==> src/rtl/cdc_ctrl_pkg.sv <==
// Shared types and defaults for the source-side CDC request/ack sequencer.
// Imported by cdc_tx_ctrl and its helpers.
package cdc_ctrl_pkg;

  typedef enum logic [1:0] {
    IDLE,
    SETUP,
    WAIT,
    GAP
  } cdc_tx_state_t;

  localparam int DEF_SETUP_CYC = 2;
  localparam int DEF_SYNC_STG  = 2;
  localparam int DEF_GAP_CYC   = 2;
  localparam int DEF_TO_CYC    = 255;

  function automatic int max3(input int a, input int b, input int c);
    int m;
    m = a;
    if (b > m) m = b;
    if (c > m) m = c;
    return m;
  endfunction

endpackage

==> src/rtl/cdc_tx_ctrl_sync_ff.sv <==
// Single-bit multi-stage synchronizer for the toggled acknowledge.
// Output is the last stage of the shift chain.
module sync_ff #(
  parameter int STG = 2
) (
  input  logic CP,
  input  logic CLR,
  input  logic d,
  output logic q
);

  logic [STG-1:0] sh_q;
  logic [STG-1:0] sh_d;

  always_comb begin
    sh_d = {sh_q[STG-2:0], d};
  end

  always_ff @(posedge CP or posedge CLR) begin
    if (CLR) begin
      sh_q <= '0;
    end else begin
      sh_q <= sh_d;
    end
  end

  assign q = sh_q[STG-1];

endmodule

==> src/rtl/cdc_tx_ctrl.sv <==
// Source-side sequencer: holds a word on TX_DATA, toggles TX_REQ after
// a settle time, then waits for the synchronized toggled acknowledge.
module cdc_tx_ctrl
  import cdc_ctrl_pkg::*;
#(
  parameter int DW        = 8,
  parameter int SETUP_CYC = DEF_SETUP_CYC,
  parameter int SYNC_STG  = DEF_SYNC_STG,
  parameter int GAP_CYC   = DEF_GAP_CYC,
  parameter int TO_CYC    = DEF_TO_CYC
) (
  input  logic          CP,
  input  logic          CLR,
  input  logic          S_VALID,
  output logic          S_READY,
  input  logic [DW-1:0] S_DATA,
  output logic [DW-1:0] TX_DATA,
  output logic          TX_REQ,
  input  logic          RX_ACK,
  input  logic          ERR_CLR,
  output logic          BUSY,
  output logic          TO_ERR
);

  localparam int CMAX = max3(SETUP_CYC, GAP_CYC, TO_CYC);
  localparam int CW   = $clog2(CMAX + 1);

  localparam logic [CW-1:0] SETUP_LAST = CW'(SETUP_CYC - 1);
  localparam logic [CW-1:0] TO_LAST    = CW'(TO_CYC - 1);
  localparam logic [CW-1:0] TO_MAX     = CW'(TO_CYC);
  localparam logic [CW-1:0] GAP_LAST   =
    CW'((GAP_CYC > 0) ? GAP_CYC - 1 : 0);

  cdc_tx_state_t state_q;
  cdc_tx_state_t state_d;
  logic [CW-1:0] cnt_q;
  logic [CW-1:0] cnt_d;
  logic [DW-1:0] tx_data_q;
  logic [DW-1:0] tx_data_d;
  logic          tx_req_q;
  logic          tx_req_d;
  logic          to_err_q;
  logic          to_err_d;
  logic          to_set;
  logic          ack_sync;

  sync_ff #(
    .STG (SYNC_STG)
  ) u_ack_sync (
    .CP  (CP),
    .CLR (CLR),
    .d   (RX_ACK),
    .q   (ack_sync)
  );

  always_comb begin
    state_d   = state_q;
    cnt_d     = cnt_q;
    tx_data_d = tx_data_q;
    tx_req_d  = tx_req_q;
    to_set    = 1'b0;
    unique case (state_q)
      IDLE: begin
        if (S_VALID) begin
          tx_data_d = S_DATA;
          cnt_d     = '0;
          state_d   = SETUP;
        end
      end
      SETUP: begin
        if (cnt_q == SETUP_LAST) begin
          tx_req_d = ~tx_req_q;
          cnt_d    = '0;
          state_d  = WAIT;
        end else begin
          cnt_d = cnt_q + 1'b1;
        end
      end
      WAIT: begin
        if (ack_sync == tx_req_q) begin
          cnt_d   = '0;
          state_d = (GAP_CYC == 0) ? IDLE : GAP;
        end else if (cnt_q != TO_MAX) begin
          // flag only on the reaching edge so a later clear sticks
          cnt_d  = cnt_q + 1'b1;
          to_set = (cnt_q == TO_LAST);
        end
      end
      GAP: begin
        if (cnt_q == GAP_LAST) begin
          cnt_d   = '0;
          state_d = IDLE;
        end else begin
          cnt_d = cnt_q + 1'b1;
        end
      end
      default: begin
        state_d = IDLE;
      end
    endcase
    to_err_d = to_set | (to_err_q & ~ERR_CLR);
  end

  always_ff @(posedge CP or posedge CLR) begin
    if (CLR) begin
      state_q   <= IDLE;
      cnt_q     <= '0;
      tx_data_q <= '0;
      tx_req_q  <= 1'b0;
      to_err_q  <= 1'b0;
    end else begin
      state_q   <= state_d;
      cnt_q     <= cnt_d;
      tx_data_q <= tx_data_d;
      tx_req_q  <= tx_req_d;
      to_err_q  <= to_err_d;
    end
  end

  assign S_READY = (state_q == IDLE);
  assign BUSY    = (state_q != IDLE);
  assign TX_DATA = tx_data_q;
  assign TX_REQ  = tx_req_q;
  assign TO_ERR  = to_err_q;

endmodule

==> config.mk <==
export PLATFORM = sky130hd
export DESIGN_NAME = cdc_tx_ctrl
export DESIGN_NICKNAME = d
export VERILOG_FILES = /design/src/rtl/cdc_ctrl_pkg.sv /design/src/rtl/cdc_tx_ctrl_sync_ff.sv /design/src/rtl/cdc_tx_ctrl.sv
export SDC_FILE = /design/constraint.sdc
export NUM_CORES = 1
export LEC_CHECK = 0
export CORE_MARGIN = 3
export CORE_UTILIZATION = 44
export DETAILED_ROUTE_END_ITERATION = 6
export GPL_ROUTABILITY_DRIVEN = 0
export PLACE_DENSITY = 0.74
export SLEW_MARGIN = 20
export SYNTH_ARGS = -nofsm -noshare
export SYNTH_HDL_FRONTEND = slang
export SYNTH_HIERARCHICAL = 1
export SYNTH_SLANG_ARGS = --single-unit
export TNS_END_PERCENT = 10
==> constraint.sdc <==
create_clock -name CP -period 1.85 [get_ports CP]
set_input_delay 0.2775 -clock CP [delete_from_list [all_inputs] [get_ports CP]]
set_output_delay 0.2775 -clock CP [all_outputs]
set_load 0.02 [all_outputs]
Word-level counts from Yosys, hierarchy flattened

Index checks and enable logic that the tools add are counted.

Output and inout bits: 12
Word-level logic and storage cells: 43
Input bits: 13
Register bits after elaboration: 22

Bitwise logic cells: 4
Muxes and demuxes: 13
Add/sub/neg operators: 1
Reduce and logical (&&, ||, !) cells: 7
Eq/ne operators: 12

Operator list:

| cell                                                                  | count |
|---|---|
| 8-bit two-way mux                                                     | 4 |
| 8-bit one-hot mux with 3 select lines                                 | 1 |
| 8-bit by 1-bit adder with 8-bit output, second input constant         | 1 |
| 8-bit by 1-bit equality test with 1-bit output, second input constant | 1 |
| 8-bit equality test, second input constant                            | 1 |
| 2-bit two-way mux                                                     | 4 |
| 2-bit inequality test, second input constant                          | 4 |
| 8-bit inequality test, second input constant                          | 1 |
| 2-bit one-hot mux with 4 select lines                                 | 1 |
| 2-bit AND reduction                                                   | 3 |
| 2-bit equality test, second input constant                            | 2 |
| 4-bit AND reduction                                                   | 1 |
| 1-bit two-way mux                                                     | 3 |
| 3-bit inequality test, second input constant                          | 1 |
| 2-bit by 1-bit equality test with 1-bit output, second input constant | 1 |
| 2-bit logical NOT                                                     | 1 |
| 1-bit inverter                                                        | 2 |
| 2-bit nonzero test                                                    | 1 |
| 2-bit OR reduction                                                    | 1 |
| 1-bit AND                                                             | 1 |
| 1-bit equality test                                                   | 1 |
| 1-bit OR                                                              | 1 |

Depth between registers and ports, before layout

Gate-level depths: netlist (run 1).

Depth after elaboration: 5
Mapped depth: 7
Gate-level depth less buffers: 7

Cells and area by module

Netlist (run 1), hierarchy kept.

By module, submodules not included:

| module      | sequential area each (um^2) | area an instance (um^2) | cells an instance | times used |
|---|---|---|---|---|
| cdc_tx_ctrl | 500.5                       | 1,083.5                 | 100               | 1 |
| sync_ff     | 50.0                        | 53.8                    | 3                 | 1 |

Least setup slack after synthesis (run 1)

No wires, ideal clock.

Kind: register to register
Start point: register cnt_q[1]
End point: register cnt_q[6]
Buffers on the path: 0
Clock period less this slack: 1.886 ns
Setup slack: -0.036 ns
Cell stages (with the launch flop): 8
Data arrival time: 1.760 ns
Required time: 1.724 ns
Library setup time: 0.126 ns
Path through: dfrtp_1 -> inv_1 -> ha_1 -> or4b_4 -> o22ai_4 -> a21o_4 -> o21ai_2 -> a221o_1

Longest elaborated chain between the ends: 4
Elaborated cells on any way between the ends: 9
Classes of those cells: add/sub: 1; eq/ne: 3; mux: 4; reduce/logical: 1

RTL lines:

| item                                   | line                                                    | RTL |
|---|---|---|
| from (decl)                            | cdc_tx_ctrl.sv:36                                       | `logic [CW-1:0] cnt_q;` |
| from (signal assigned)                 | cdc_tx_ctrl.sv:113                                      | `cnt_q <= cnt_d;` |
| 8-bit by 1-bit adder with 8-bit output | cdc_tx_ctrl.sv:76, cdc_tx_ctrl.sv:85, cdc_tx_ctrl.sv:94 |  |
| 8-bit two-way mux                      | cdc_tx_ctrl.sv:83                                       | `end else if (cnt_q != TO_MAX) begin` |
| 8-bit two-way mux                      | cdc_tx_ctrl.sv:80                                       | `if (ack_sync == tx_req_q) begin` |
| 8-bit one-hot mux with 3 select lines  | cdc_tx_ctrl.sv:62                                       | `unique case (state_q)` |

Parallel ways exist; a longest one is shown, timed or not. The select of a mux whose other input is x is not followed.
A chain may end at the register's enable or synchronous reset.

Worst setup path in the final report (run 1)

Start point: register cnt_q[1]
End point: register cnt_q[4]

Same word-level chain as after synthesis.

==> flow_metrics.env, run 1 <==
export IMPL_worst_clock_skew_ps=6.49
export IMPL_grt_pass1_wl_um=4170
export IMPL_ys_warn_count=6
export IMPL_die_area_mm2=0.00323
export IMPL_core_mm2=0.00234
export IMPL_period_share_pct=101
export IMPL_hp_class="input port to async pin"
export IMPL_power_leakage_nw=0.728
export IMPL_clkPwrFrac_pct=41.6
export IMPL_slew_viol_final=0
export IMPL_crit_chain="inv_1 > ha_1 > or4b_4 > o22ai_4 > a21oi_2 > a21o_1 > a22o_1"
export IMPL_worst_setup_path_type="flop to flop"
export IMPL_p_int_mw=0.727
export IMPL_viasPerCell=5.37
export IMPL_start_util_pct=48.6
export IMPL_grt_overflow=0
export IMPL_fin_ws_ps=-26.0
export IMPL_cp_slowest_cell="or4b_4"
export IMPL_finalNonFillerCells=170
export IMPL_synth_nets=124
export IMPL_switching_share_pct=18.7
export IMPL_syn2layout_area_growth_pct=36.6
export IMPL_rr_startpoint="cnt_q[1]$_DFFE_PP0P_"
export IMPL_syn_area_per_cell_um2=11.0
export IMPL_synth_area_leader_cell="dfrtp_1"
export IMPL_placed_cells=166
export IMPL_synth_top_family_by_area="simple AND/OR/NAND/NOR gates"
export IMPL_muxShareOfSynthArea_pct=8.91
export IMPL_layout_min_cycle_time_ps=1880
export IMPL_r2r_end="cnt_q[4]$_DFFE_PP0P_"
export IMPL_cts_buffers=3
export IMPL_first_global_vias=961
export IMPL_dp_hpwl_um=1860
export IMPL_p_switching_mw=0.168
export IMPL_holdBufCountCts=0
export IMPL_timing_max_cap_violations=0
export IMPL_port_buffers=24
export IMPL_ant_nets=0
export IMPL_synth_seq_area_share_pct=48.4
export IMPL_clk_pin_slew_worst_paths_ps=130
export IMPL_max_freq_mhz=533
export IMPL_wirelength_um=2370
export IMPL_hold_viol=0
export IMPL_r2r_worst_path_cells=7
export IMPL_arrival_ps=2090
export IMPL_layout_drive_gt1_share_pct=23.9
export IMPL_die_width_um=56.8
export IMPL_drc=0
export IMPL_drt_iter0_drc=13
export IMPL_rrSetupSlack_ps=-30
export IMPL_ys_ff_latch=22
export IMPL_violations="setup timing"
export IMPL_sequentialPowerShare_pct=54.0
export IMPL_cts_buffer_depth=2
export IMPL_ir_drop_mv=0.501
export IMPL_synth_xor_area_share_pct=1.54
export IMPL_p_per_area_mw_per_mm2=576
export IMPL_critPathMaxFanout=5
export IMPL_ys_types=35
export IMPL_chipHeight_um=56.8
export IMPL_worstSetupEndpointType="flop"
export IMPL_tightest_slew_ps=333
export IMPL_worstSetupStartpointType="flop"
export IMPL_pwr_share_comb_pct=4.4
export IMPL_wire_per_inst_um=13.9
export IMPL_root_buffer="clkbuf_4"
export IMPL_track_usage_pct=16.4
export IMPL_synth_adder_area_share_pct=8.80
export IMPL_final_cell_mix="dfrtp_1 (22), clkdlybuf4s50_1 (22), buf_4 (11)"
export IMPL_antenna_found_initial=0
export IMPL_antennaDiodeCount=0
export IMPL_drtPass1Iterations=4
export IMPL_relSlewSlack_pct=77.8
export IMPL_synth_compound_area_share_pct=13.3
export IMPL_synth_top_area_share_pct=48.4
export IMPL_rows=17
export IMPL_required_ps=2060
export IMPL_ios=25
export IMPL_syn_inst=103
export IMPL_grt_max_degree=21
export IMPL_ys_top_cells_by_area="dfrtp_1 (48%), ha_1 (8.8%), mux2_2 (7.9%)"
export IMPL_clk_latency_ps=310
export IMPL_layout_nets=164
export IMPL_synthSimpleGateAreaFrac_pct=15.7
export IMPL_vias=913
export IMPL_rsz0062_at_grt="yes"
export IMPL_htree_levels=1
export IMPL_cts_sinks=22
export IMPL_setup_viol=2
export IMPL_syn_cell_area_mm2=0.00114
export IMPL_critPathMaxStageDelay_ps=480
export IMPL_cts_tree="yes"
export IMPL_tns_ps=-49.7
export IMPL_status="finished with violations"
cell type report:
type | count | area, um^2
Inverter | 10 | 37.5
Multi-Input combinational cell | 71 | 558
Clock buffer | 3 | 22.5
Sequential cell | 22 | 551
Timing Repair Buffer | 35 | 320
Clock inverter | 1 | 30.0
Fill cell | 187 | 786
Tap cell | 28 | 35.0
per-layer routing:
metal | global-route usage (%) | vias to the layer above | share of wire, %
met3 | 2.76 | 4 | 5.8
met2 | 25.7 | 29 | 49
met4 | 7.28 | 0 | 1.1
li1 | - | 442 | -
met1 | 22.1 | 438 | 44
met5 | 0 | - | 0
repair_timing:
item                       CTS  global route
buffers inserted             0             0
resized for setup            2             4
setup endpoints to repair    4            10
worst max-delay path: cells and delay by family, from the launching register on:
kind,cells,cell delay (ps)
adders and majority gates,1,120
AOI/OAI and AO/OA,4,720
buffers and inverters,1,50
and+or+nand+nor,1,480
DFF,1,400
synth_stat cells (all sizes together):
cell     count
nand2b       1
o21bai       1
nor3         2
a22o         1
or3          2
a21oi        2
a2bb2oi      1
or4          1
nand3        9
or2b         1
a21o         2
o22ai        2
o2bb2ai      1
mux2         9
o311ai       1
nor4         1
inv         10
o31ai        1
xor2         2
and4         1
a221o        1
or4b         1
ha           8
o21ai        5
nand2        9
dfrtp       22
nand4        1
nor2         5
flip-flops by register name, indices dropped and copies added (netlist names):
signal and flops:
cnt_q 8, TO_ERR 1, TX_REQ 1, state_q 2, TX_DATA 8, u_ack_sync/sh_q 2
how the worst max path moves through the flow:
stage / depth (start not counted) / end / slack (ps) / startpoint
global route: 7 / cnt_q[4]$_DFFE_PP0P_ / -130 / cnt_q[1]$_DFFE_PP0P_
global placement: 7 / cnt_q[6]$_DFFE_PP0P_ / 60 / cnt_q[1]$_DFFE_PP0P_
CTS: 7 / cnt_q[4]$_DFFE_PP0P_ / -20 / cnt_q[1]$_DFFE_PP0P_
floorplan: 7 / cnt_q[6]$_DFFE_PP0P_ / 30 / cnt_q[1]$_DFFE_PP0P_
detailed placement: 7 / cnt_q[4]$_DFFE_PP0P_ / 7 / cnt_q[1]$_DFFE_PP0P_
finish: 7 / cnt_q[4]$_DFFE_PP0P_ / -30 / cnt_q[1]$_DFFE_PP0P_
per-stage QoR:
stage	setup WS, ps	power (mW)	utilization, %	cell area [um^2]	hold slack, ps
after floorplan	25.6	0.501	-	1140	18.7
after global placement	59.3	0.532	63.9	1500	338
after detailed placement	6.73	0.533	63.9	1500	346
after CTS	-23.2	0.910	66.0	1550	125
after global routing	-128	0.932	66.4	1550	125
final	-26.0	0.895	66.4	1550	130
cells by family (layout without fill, tap and decap cells):
logic type / count (synthesis) / after routing
compound gates: 18 / 18
simple gates: 34 / 34
buf+inv: 10 / 49
flops: 22 / 22
xor+xnor: 2 / 2
mux: 9 / 9
fa+ha+maj: 8 / 8
power groups by stage:
stage	Combinational, mW	Sequential [mW]	Clock [mW]
2_1_floorplan	0.00843	0.493	0
3_3_place_gp	0.0396	0.493	0
3_5_place_dp	0.0404	0.493	0
4_1_cts	0.0406	0.484	0.386
5_1_grt	0.0432	0.484	0.405
6_report	0.0394	0.484	0.372
Note: power is estimated with default switching activity, not from simulation.
==> inputs of run 2 (changes only) <==
RECOVER_POWER = 25   (was not set)
==> run 2 against run 1 <==
  * The flow still finishes with violations (setup timing)
  * First-iteration DRC count unchanged
  * Flip-flop and latch count unchanged
  * Non-clock buffer count unchanged
  * Maximum frequency decreased by 0.11%
  * Clock skew decreased by 1.4 ps
  * Utilization decreased by 0.16 points
  * Clock-buffer cell count unchanged
  * Worst setup slack got worse by 2.0 ps
  * Critical endpoint unchanged
  * Largest cell class unchanged
==> flow_metrics.env, run 2 (synthesis gave the netlist of run 1 again) <==
export IMPL_status="finished with violations"
export IMPL_violations="setup timing"
export IMPL_core_mm2=0.00234
export IMPL_crit_chain="inv_1 > ha_1 > or4b_4 > o22ai_4 > a21oi_2 > a21o_1 > a22o_1"
export IMPL_start_util_pct=48.6
export IMPL_die_width_um=56.8
export IMPL_drtPass1Iterations=4
export IMPL_cts_buffer_depth=2
export IMPL_arrival_ps=2090
export IMPL_layout_nets=164
export IMPL_drc=0
export IMPL_critPathMaxStageDelay_ps=480
export IMPL_worst_clock_skew_ps=5.10
export IMPL_ios=25
export IMPL_worstSetupStartpointType="flop"
export IMPL_placed_cells=166
export IMPL_wirelength_um=2380
export IMPL_power_leakage_nw=0.725
export IMPL_switching_share_pct=18.9
export IMPL_tightest_slew_ps=1080
export IMPL_p_int_mw=0.726
export IMPL_clk_pin_slew_worst_paths_ps=130
export IMPL_pwr_share_comb_pct=4.2
export IMPL_p_per_area_mw_per_mm2=577
export IMPL_layout_min_cycle_time_ps=1880
export IMPL_finalNonFillerCells=170
export IMPL_drt_iter0_drc=13
export IMPL_rsz0062_at_grt="yes"
export IMPL_first_global_vias=961
export IMPL_setup_viol=2
export IMPL_worstSetupEndpointType="flop"
export IMPL_cts_buffers=3
export IMPL_ant_nets=0
export IMPL_vias=910
export IMPL_slew_viol_final=0
export IMPL_placed_cell_area_mm2=0.00150
export IMPL_wire_per_inst_um=14.0
export IMPL_grt_max_degree=21
export IMPL_viasPerCell=5.35
export IMPL_grt_overflow=0
export IMPL_worst_setup_path_type="flop to flop"
export IMPL_cts_sinks=22
export IMPL_antennaDiodeCount=0
export IMPL_hp_class="input port to async pin"
export IMPL_chipHeight_um=56.8
export IMPL_layout_drive_gt1_share_pct=23.2
export IMPL_final_cell_mix="dfrtp_1 (22), clkdlybuf4s50_1 (20), buf_4 (10)"
export IMPL_p_total_mw=0.895
export IMPL_track_usage_pct=16.4
export IMPL_clkPwrFrac_pct=41.7
export IMPL_dp_hpwl_um=1860
export IMPL_sequentialPowerShare_pct=54.1
export IMPL_antenna_found_initial=0
export IMPL_clk_latency_ps=310
export IMPL_ir_drop_mv=0.501
export IMPL_required_ps=2060
export IMPL_htree_levels=1
export IMPL_timing_max_cap_violations=0
export IMPL_cts_tree="yes"
export IMPL_max_freq_mhz=532
export IMPL_p_switching_mw=0.169
export IMPL_syn2layout_area_growth_pct=36.3
export IMPL_rr_startpoint="cnt_q[1]$_DFFE_PP0P_"
export IMPL_root_buffer="clkbuf_4"
export IMPL_die_area_mm2=0.00323
export IMPL_place_ws_ps=6.73
export IMPL_cp_slowest_cell="or4b_4"
export IMPL_design_area_mm2=0.00155
export IMPL_port_buffers=24
export IMPL_fin_ws_ps=-28.0
export IMPL_relSlewSlack_pct=27.8
export IMPL_rows=17
export IMPL_critPathLaunch="cnt_q[1]$_DFFE_PP0P_"
export IMPL_period_share_pct=102
export IMPL_critPathMaxFanout=5
export IMPL_grt_pass1_wl_um=4170
export IMPL_holdWs_ps=262
export IMPL_hold_viol=0
export IMPL_final_common_cell="dfrtp_1"
[run 2: per-layer routing]
metal	vias to the layer above	track usage (%)	share of wire [%]
met5	-	0	0
li1	443	-	-
met4	0	7.28	1.1
met3	4	2.76	6.2
met1	434	22.1	44
met2	29	25.7	49
[run 2: what timing repair did]
item | 4_1_cts | 5_1_grt
gates resized for setup | 2 | 4
cloned | 0 | 0
buffers inserted | 0 | 0
endpoints found under the setup margin | 4 | 10
hold buffers | 0 | 0
endpoints found under the hold margin | 0 | 0
[run 2: final cells by class]
| cell class | count | area [um^2] |
|---|---|---|
| fill | 188 | 790 |
| inverter | 10 | 37.5 |
| timing repair buffer | 35 | 317 |
| tap | 28 | 35.0 |
| clock inverter | 1 | 30.0 |
| clock buffer | 3 | 22.5 |
| sequential | 22 | 551 |
| multi-input combinational | 71 | 558 |
[run 2: stage by stage]
step	setup TNS, ps	util, %
floorplan	0	-
global route	-554	66.3
detailed placement	0	63.9
CTS	-38.7	66.0
finish	-50.7	66.3
global placement	0	63.9
[run 2: final timing paths]
| kind | end | depth (start not counted) | slack (ps) |
|---|---|---|---|
| setup / recovery | cnt_q[4]$_DFFE_PP0P_ | 7 | -30 |
| hold / removal | u_ack_sync/sh_q[0]$_DFF_PP0_ | 2 | 260 |
| setup reg to reg | cnt_q[4]$_DFFE_PP0P_ | 7 | -30 |
| hold reg to reg | u_ack_sync/sh_q[1]$_DFF_PP0_ | 0 | 370 |
| max in group asynchronous | cnt_q[7]$_DFFE_PP0P_ | 3 | 450 |
| min in group CP | u_ack_sync/sh_q[1]$_DFF_PP0_ | 0 | 370 |
[run 2: critical path, delay by kind of cell (launching register included)]
kind,cells,cell delay (ps)
buffers and inverters,1,50
AND/OR/NAND/NOR,1,480
flip-flops,1,400
AO/OA/AOI/OAI,4,730
adder cells (fa/ha/maj),1,120
[run 2: power groups by stage]
stage	Combinational [mW]	Clock (mW)	Sequential (mW)
detailed placement	0.0404	0	0.493
global route	0.0413	0.405	0.484
floorplan	0.00843	0	0.493
finish	0.0375	0.373	0.484
CTS	0.0406	0.386	0.484
global placement	0.0396	0	0.493
==> inputs of run 3 (changes only) <==
TNS_END_PERCENT = 20   (was 10)
==> results of run 3 <==
Final layout, timing and power as in run 2 (identical DEF).
